===== src/rtl/sci_alu_pkg.sv =====
// Shared types and constants for the scientific ALU arbiter and its benches.
package sci_alu_pkg;

   localparam int unsigned DataWidth = 64;
   localparam int unsigned OpWidth   = 4;

   typedef enum logic [1:0] {IDLE, EVAL, RESP} state_e;

   // IEEE-754 double bit patterns for commonly used operands.
   localparam logic [DataWidth-1:0] DblZero      = 64'h0000_0000_0000_0000;
   localparam logic [DataWidth-1:0] DblTwo       = 64'h4000_0000_0000_0000;
   localparam logic [DataWidth-1:0] DblEight     = 64'h4020_0000_0000_0000;
   localparam logic [DataWidth-1:0] DblFourteen  = 64'h402C_0000_0000_0000;
   localparam logic [DataWidth-1:0] DblSixteen   = 64'h4030_0000_0000_0000;
   localparam logic [DataWidth-1:0] DblEighteen  = 64'h4032_0000_0000_0000;
   localparam logic [DataWidth-1:0] DblThirtyTwo = 64'h4040_0000_0000_0000;

endpackage


===== src/rtl/sci_alu_arbiter_if.sv =====
// Request/response channels between the command agents and the ALU arbiter.
interface sci_alu_arbiter_if #(
   parameter int unsigned NREQ = 2
);
   import sci_alu_pkg::*;

   logic [NREQ-1:0]                req_valid;
   logic [NREQ-1:0]                req_ready;
   logic [NREQ-1:0][DataWidth-1:0] req_a;
   logic [NREQ-1:0][DataWidth-1:0] req_b;
   logic [NREQ-1:0][OpWidth-1:0]   req_op;
   logic [NREQ-1:0]                resp_valid;
   logic [NREQ-1:0]                resp_ready;
   logic [DataWidth-1:0]           resp_result;
   logic                           resp_excep;
   logic                           resp_err;

   modport master (
      output req_valid, req_a, req_b, req_op, resp_ready,
      input  req_ready, resp_valid, resp_result, resp_excep, resp_err
   );

   modport slave (
      input  req_valid, req_a, req_b, req_op, resp_ready,
      output req_ready, resp_valid, resp_result, resp_excep, resp_err
   );

endinterface


===== src/rtl/sci_alu_rr_grant.sv =====
// Two-way round-robin grant: a lone requester always wins, a tie goes to rr_ptr.
module sci_alu_rr_grant (
   input  logic [1:0] req_valid,
   input  logic       rr_ptr,
   output logic [1:0] grant
);

   always_comb begin
      grant = 2'b00;
      case (req_valid)
         2'b01:   grant = 2'b01;
         2'b10:   grant = 2'b10;
         2'b11:   grant = rr_ptr ? 2'b10 : 2'b01;
         default: grant = 2'b00;
      endcase
   end

endmodule


===== src/rtl/sci_alu_arbiter.sv =====
// Shares one latched scientific ALU between two requesters: round-robin grant,
// fixed-length enable window, captured result returned to the winning requester.
module sci_alu_arbiter
   import sci_alu_pkg::*;
#(
   parameter int unsigned ALU_LAT = 2,
   parameter int unsigned NREQ    = 2
) (
   input  logic                 clk,
   input  logic                 rst_n,
   sci_alu_arbiter_if.slave     bus,
   output logic                 alu_enable,
   output logic [DataWidth-1:0] alu_a,
   output logic [DataWidth-1:0] alu_b,
   output logic [OpWidth-1:0]   alu_op,
   input  logic [DataWidth-1:0] alu_result,
   input  logic                 alu_excep,
   input  logic                 alu_err,
   output logic                 busy
);

   localparam logic [3:0] CntInit = 4'(ALU_LAT - 1);

   state_e               state_q, state_d;
   logic                 rr_ptr_q, rr_ptr_d;
   logic                 owner_q, owner_d;
   logic [3:0]           cnt_q, cnt_d;
   logic [DataWidth-1:0] a_q, a_d, b_q, b_d, res_q, res_d;
   logic [OpWidth-1:0]   op_q, op_d;
   logic                 excep_q, excep_d, err_q, err_d;
   logic [NREQ-1:0]      grant;

   sci_alu_rr_grant u_grant (
      .req_valid (bus.req_valid),
      .rr_ptr    (rr_ptr_q),
      .grant     (grant)
   );

   always_comb begin
      state_d        = state_q;
      rr_ptr_d       = rr_ptr_q;
      owner_d        = owner_q;
      cnt_d          = cnt_q;
      a_d            = a_q;
      b_d            = b_q;
      op_d           = op_q;
      res_d          = res_q;
      excep_d        = excep_q;
      err_d          = err_q;
      bus.req_ready  = 2'b00;
      bus.resp_valid = 2'b00;
      alu_enable     = 1'b0;
      unique case (state_q)
         IDLE: begin
            bus.req_ready = grant;
            if ((bus.req_valid & grant) != 2'b00) begin
               owner_d  = grant[1];
               rr_ptr_d = ~grant[1];
               a_d      = bus.req_a[grant[1]];
               b_d      = bus.req_b[grant[1]];
               op_d     = bus.req_op[grant[1]];
               cnt_d    = CntInit;
               state_d  = EVAL;
            end
         end
         EVAL: begin
            alu_enable = 1'b1;
            if (cnt_q == 4'd0) begin
               res_d   = alu_result;
               excep_d = alu_excep;
               err_d   = alu_err;
               state_d = RESP;
            end else begin
               cnt_d = cnt_q - 4'd1;
            end
         end
         RESP: begin
            bus.resp_valid = owner_q ? 2'b10 : 2'b01;
            // Only the owner's ready retires the response.
            if (bus.resp_ready[owner_q]) state_d = IDLE;
         end
         default: state_d = IDLE;
      endcase
   end

   always_ff @(posedge clk or negedge rst_n) begin
      if (!rst_n) begin
         state_q  <= IDLE;
         rr_ptr_q <= 1'b0;
         owner_q  <= 1'b0;
         cnt_q    <= 4'd0;
         a_q      <= '0;
         b_q      <= '0;
         op_q     <= '0;
         res_q    <= '0;
         excep_q  <= 1'b0;
         err_q    <= 1'b0;
      end else begin
         state_q  <= state_d;
         rr_ptr_q <= rr_ptr_d;
         owner_q  <= owner_d;
         cnt_q    <= cnt_d;
         a_q      <= a_d;
         b_q      <= b_d;
         op_q     <= op_d;
         res_q    <= res_d;
         excep_q  <= excep_d;
         err_q    <= err_d;
      end
   end

   assign alu_a           = a_q;
   assign alu_b           = b_q;
   assign alu_op          = op_q;
   assign bus.resp_result = res_q;
   assign bus.resp_excep  = excep_q;
   assign bus.resp_err    = err_q;
   assign busy            = (state_q != IDLE);

endmodule


===== src/flat_wrapper.sv =====
// flat-port wrapper written by rule: the top's interface ports become plain ports
module sci_alu_arbiter_flat import sci_alu_pkg::*;
#(
   parameter int unsigned ALU_LAT = 2,
   parameter int unsigned NREQ    = 2
)
  (clk, rst_n, alu_enable, alu_a, alu_b, alu_op, alu_result, alu_excep, alu_err, busy, bus_req_valid, bus_req_a, bus_req_b, bus_req_op, bus_resp_ready, bus_req_ready, bus_resp_valid, bus_resp_result, bus_resp_excep, bus_resp_err);
  sci_alu_arbiter_if #(.NREQ(NREQ)) bus_i ();
  input  logic clk;
  input  logic rst_n;
  output logic alu_enable;
  output logic [DataWidth-1:0] alu_a;
  output logic [DataWidth-1:0] alu_b;
  output logic [OpWidth-1:0] alu_op;
  input  logic [DataWidth-1:0] alu_result;
  input  logic alu_excep;
  input  logic alu_err;
  output logic busy;
  input wire logic [$bits(bus_i.req_valid)-1:0] bus_req_valid;
  input wire logic [$bits(bus_i.req_a)-1:0] bus_req_a;
  input wire logic [$bits(bus_i.req_b)-1:0] bus_req_b;
  input wire logic [$bits(bus_i.req_op)-1:0] bus_req_op;
  input wire logic [$bits(bus_i.resp_ready)-1:0] bus_resp_ready;
  output wire logic [$bits(bus_i.req_ready)-1:0] bus_req_ready;
  output wire logic [$bits(bus_i.resp_valid)-1:0] bus_resp_valid;
  output wire logic [$bits(bus_i.resp_result)-1:0] bus_resp_result;
  output wire logic [$bits(bus_i.resp_excep)-1:0] bus_resp_excep;
  output wire logic [$bits(bus_i.resp_err)-1:0] bus_resp_err;
  assign bus_i.req_valid = bus_req_valid;
  assign bus_i.req_a = bus_req_a;
  assign bus_i.req_b = bus_req_b;
  assign bus_i.req_op = bus_req_op;
  assign bus_i.resp_ready = bus_resp_ready;
  assign bus_req_ready = bus_i.req_ready;
  assign bus_resp_valid = bus_i.resp_valid;
  assign bus_resp_result = bus_i.resp_result;
  assign bus_resp_excep = bus_i.resp_excep;
  assign bus_resp_err = bus_i.resp_err;
  sci_alu_arbiter #(.ALU_LAT(ALU_LAT), .NREQ(NREQ)) u_core (.clk(clk), .rst_n(rst_n), .bus(bus_i), .alu_enable(alu_enable), .alu_a(alu_a), .alu_b(alu_b), .alu_op(alu_op), .alu_result(alu_result), .alu_excep(alu_excep), .alu_err(alu_err), .busy(busy));
endmodule

===== config.mk =====
export PLATFORM = sky130hd
export DESIGN_NAME = sci_alu_arbiter_flat
export DESIGN_NICKNAME = d
export VERILOG_FILES = /design/src/rtl/sci_alu_pkg.sv /design/src/rtl/sci_alu_arbiter_if.sv /design/src/rtl/sci_alu_rr_grant.sv /design/src/rtl/sci_alu_arbiter.sv /design/src/flat_wrapper.sv
export SDC_FILE = /design/constraint.sdc
export NUM_CORES = 1
export LEC_CHECK = 0
export BUFFER_PORTS_ARGS = -buffer_cell sky130_fd_sc_hd__buf_2
export CAP_MARGIN = 30
export CELL_PAD_IN_SITES_DETAIL_PLACEMENT = 1
export CELL_PAD_IN_SITES_GLOBAL_PLACEMENT = 2
export CORE_AREA = 8 8 203 205
export DETAILED_ROUTE_END_ITERATION = 10
export DIE_AREA = 0 0 211 213
export PLACE_DENSITY = 0.77
export SLEW_MARGIN = 20
export SYNTH_ARGS = -nofsm -noshare
export SYNTH_HDL_FRONTEND = slang
export SYNTH_SLANG_ARGS = --single-unit
export TNS_END_PERCENT = 50

===== constraint.sdc =====
create_clock -name clk -period 3.38 [get_ports clk]
set_input_delay 0.338 -clock clk [delete_from_list [all_inputs] [get_ports clk]]
set_output_delay 0.338 -clock clk [all_outputs]
set_load 0.02 [all_outputs]

==> impl_metrics.ini <==
[global_routing]
grt_pass1_wl_um = 55600
grt_pass1_vias = 8977
grt_use_total_pct = 15.6
grt_max_degree = 81
antenna_found_initial = 4
grt-ovfl-total = 0

[clocking]
clk_latency_ns = 0.53
clockBufferDepth = 3
clock_sinks = 206
clk_pin_slew_worst_paths_ns = 0.06
ctsRootBufferMaster = clkbuf_16
numCtsBuffers = 25
cts_tree = done
cts_resized = 0
cts_max_level = 1

[synthesis]
syn_area_per_cell_um2 = 13.6
synth_area_leaders = dfrtp_1, a221o_1, a21boi_0, mux2_2, buf_2
synth_compound_area_share_pct = 27.3
synth_nets = 984
yosys.area_share.simple_pct = 1.61
ys_ff_latch = 206
synth_xor_area_share_pct = 0
synth_top_family_by_area = compound AO/OA/AOI/OAI gates
yosysWarningCount = 0
synthesis.area_mm2 = 0.00880
synthAdderAreaFrac_pct = 0.284
synth_cell_types = 36
synth_top_area_share_pct = 58.5
syn-instance-count = 646
synth.largest_area_cell = dfrtp_1
synth.area.mux_share_pct = 8.44
ys_seq_area_share_pct = 58.5

[timing]
rsz0062_at_grt = false
final_hold_viol_count = 0
tightest_slew_ns = 0.850
min_period_over_period_pct = 74.2
finClkSkew_ns = 0.0114
fmax_ghz = 0.399
setup_viol = 0
drv_slew = 0
setup-tns-final_ns = 0
period_minus_slack_ns = 2.51
slew_headroom_pct = 43.3

[status]
status = completed

[floorplanning]
fp.dieH_um = 213
dieWidth_um = 211
coreArea_mm2 = 0.0381
die-area_mm2 = 0.0449
initial_core_util_pct = 23.1
rows = 72
pin_count = 540

[drt]
post_drt_via_cell_ratio = 4.70
wl_per_cell_um = 22.0
vias = 7972
drtPass1Iterations = 5
drt_iter0_drc = 443
drt-total-wl_um = 37300
drc = 0
antenna_left = 0

[layout]
drive_gt1_share_pct = 56.5
fillers = 4378
nNetsFinal = 1499
post-route-util_pct = 33.7
area_growth_syn_to_layout_pct = 46.0

[placed_design]
io_buffers = 539
gp_congestion = 0.809
place_hpwl_um = 27600

[power_and_ir_drop]
cellPowerDensity_mw_per_mm2 = 1020
ir_drop_mv = 0.406
p_leak_nw = 6.35

[critical_path]
worstSetupPathType = reg2out
cp_max_fo = 10
end_kind = primary output
crit_arrival_ns = 2.17
crit_required_ns = 3.04
start_kind = register

[job]
max-cap-violations = 0

[hold_path]
hp-class = in2reg
-- critical path: stages, from the launching register on --
cell,delay [ns]
dfrtp_1,0.47
nor2_4,0.19
inv_2,0.07
a211oi_4,0.62
buf_2,0.29
-- routing by layer --
layer | routed length (um) | GRT usage [%] | vias to the layer above
li1 | - | - | 3560
met1 | 14300 | 18.7 | 4020
met2 | 19100 | 26.9 | 348
met3 | 3110 | 4.68 | 44
met4 | 767 | 4.54 | 0
met5 | 0 | 0 | -
-- kinds of logic (layout without fill, tap and decap cells) --
kind of cell    Yosys count  count (layout)
compound gates          274             274
flops                   206             206
buf+inv                  74             604
mux                      66              66
simple gates             24              24
fa+ha+maj                 2               2
other cells               0               2
-- path summary, 6_finish.rpt --
| kind | from | end | slack [ns] | depth (start not counted) |
|---|---|---|---|---|
| worst min register to register | u_core.bus.resp_result[14] | u_core.bus.resp_result[14] | 0.50 | 1 |
| min in group asynchronous | rst_n | u_core.alu_a[1] | 0.44 | 2 |
| max in group asynchronous | rst_n | u_core.alu_a[18] | 2.11 | 3 |
| worst min-delay path | bus_req_b[98] | u_core.alu_b[34] | 0.04 | 2 |
| worst max register to register | u_core.cnt_q[0] | u_core.bus.resp_result[10] | 1.03 | 6 |
| worst max-delay path | u_core.state_q[1] | bus_req_ready[1] | 0.87 | 4 |
-- placed cells by master (no fill, tap or decap), types with 2 or more instances in the layout --
cell type      Yosys  routed
clkbuf_16          0      25
buf_12             0       7
mux2_1             2       2
nand2b_1           3       3
diode_2            0       2
nor3_1             3       3
buf_4              8       7
nand2_1            5       4
a221o_1          131     131
dfrtp_1          206     206
a31o_2             2       2
a21boi_0         131     131
clkbuf_8           0       7
ha_1               2       2
nor2_1             3       3
buf_2             25     538
clkbuf_1          33       5
mux2_2            64      64
clkinv_2           0       5
inv_1              6       6
dlygate4sd3_1      0       2
nand3_1            2       2
-- stage by stage --
step                area [um^2]  total power [mW]  hold WS, ns  setup WS [ns]  instances
floorplan                  8800              8.28       0.0424           1.52        646
global placement          12000              10.5        0.453           1.09       1650
detailed placement        12000              10.7        0.451           1.00       1650
CTS                       12900              13.4       0.0116          0.796       1694
global route              12900              14.0       0.0156          0.750       1696
finish                    12900              13.2       0.0381          0.871       1696
-- sequential cells by signal, indices dropped and copies added (netlist names) --
name                    cells
u_core.alu_a               64
u_core.alu_b               64
u_core.bus.resp_result     64
u_core.alu_op               4
u_core.cnt_q                4
u_core.state_q              2
u_core.bus.resp_err         1
u_core.bus.resp_excep       1
u_core.owner_q              1
u_core.rr_ptr_q             1
-- where the power goes --
part,switching [mW],internal (mW)
Sequential,0.656,3.70
Combinational,3.64,2.58
Clock,1.05,1.55
-- synthesized netlist by cell type (all sizes together) --
library cell and count:
and2b 1, inv 7, o21ai 1, nand3 2, nor3b 2, a21o 1
nand2 5, and3b 1, a221oi 1, mux2 66, a21boi 131, clkbuf 33
o21bai 1, a211oi 2, dfrtp 206, buf 34, a221o 131, a21oi 1
and3 1, or2 1, nor2 4, a31o 2, o221a 1, o211ai 1
o311ai 1, ha 2, nor3 3, nand2b 3, nand3b 1
-- what timing repair did --
action	in CTS	in global routing
hold buffers	2	0
setup buffers	0	0
endpoints found under the hold margin	75	0
-- cell type report --
cell class	instances	area (um^2)	area share (%)
antenna	2	5.00	0.0389
clock buffer	36	727	5.65
clock inverter	6	55.1	0.428
inverter	7	26.3	0.204
multi-input combinational	366	3320	25.8
sequential	206	5150	40.1
tap	518	648	5.04
timing repair buffer	555	2920	22.7
No activity file was read; power rests on OpenSTA's default activity.
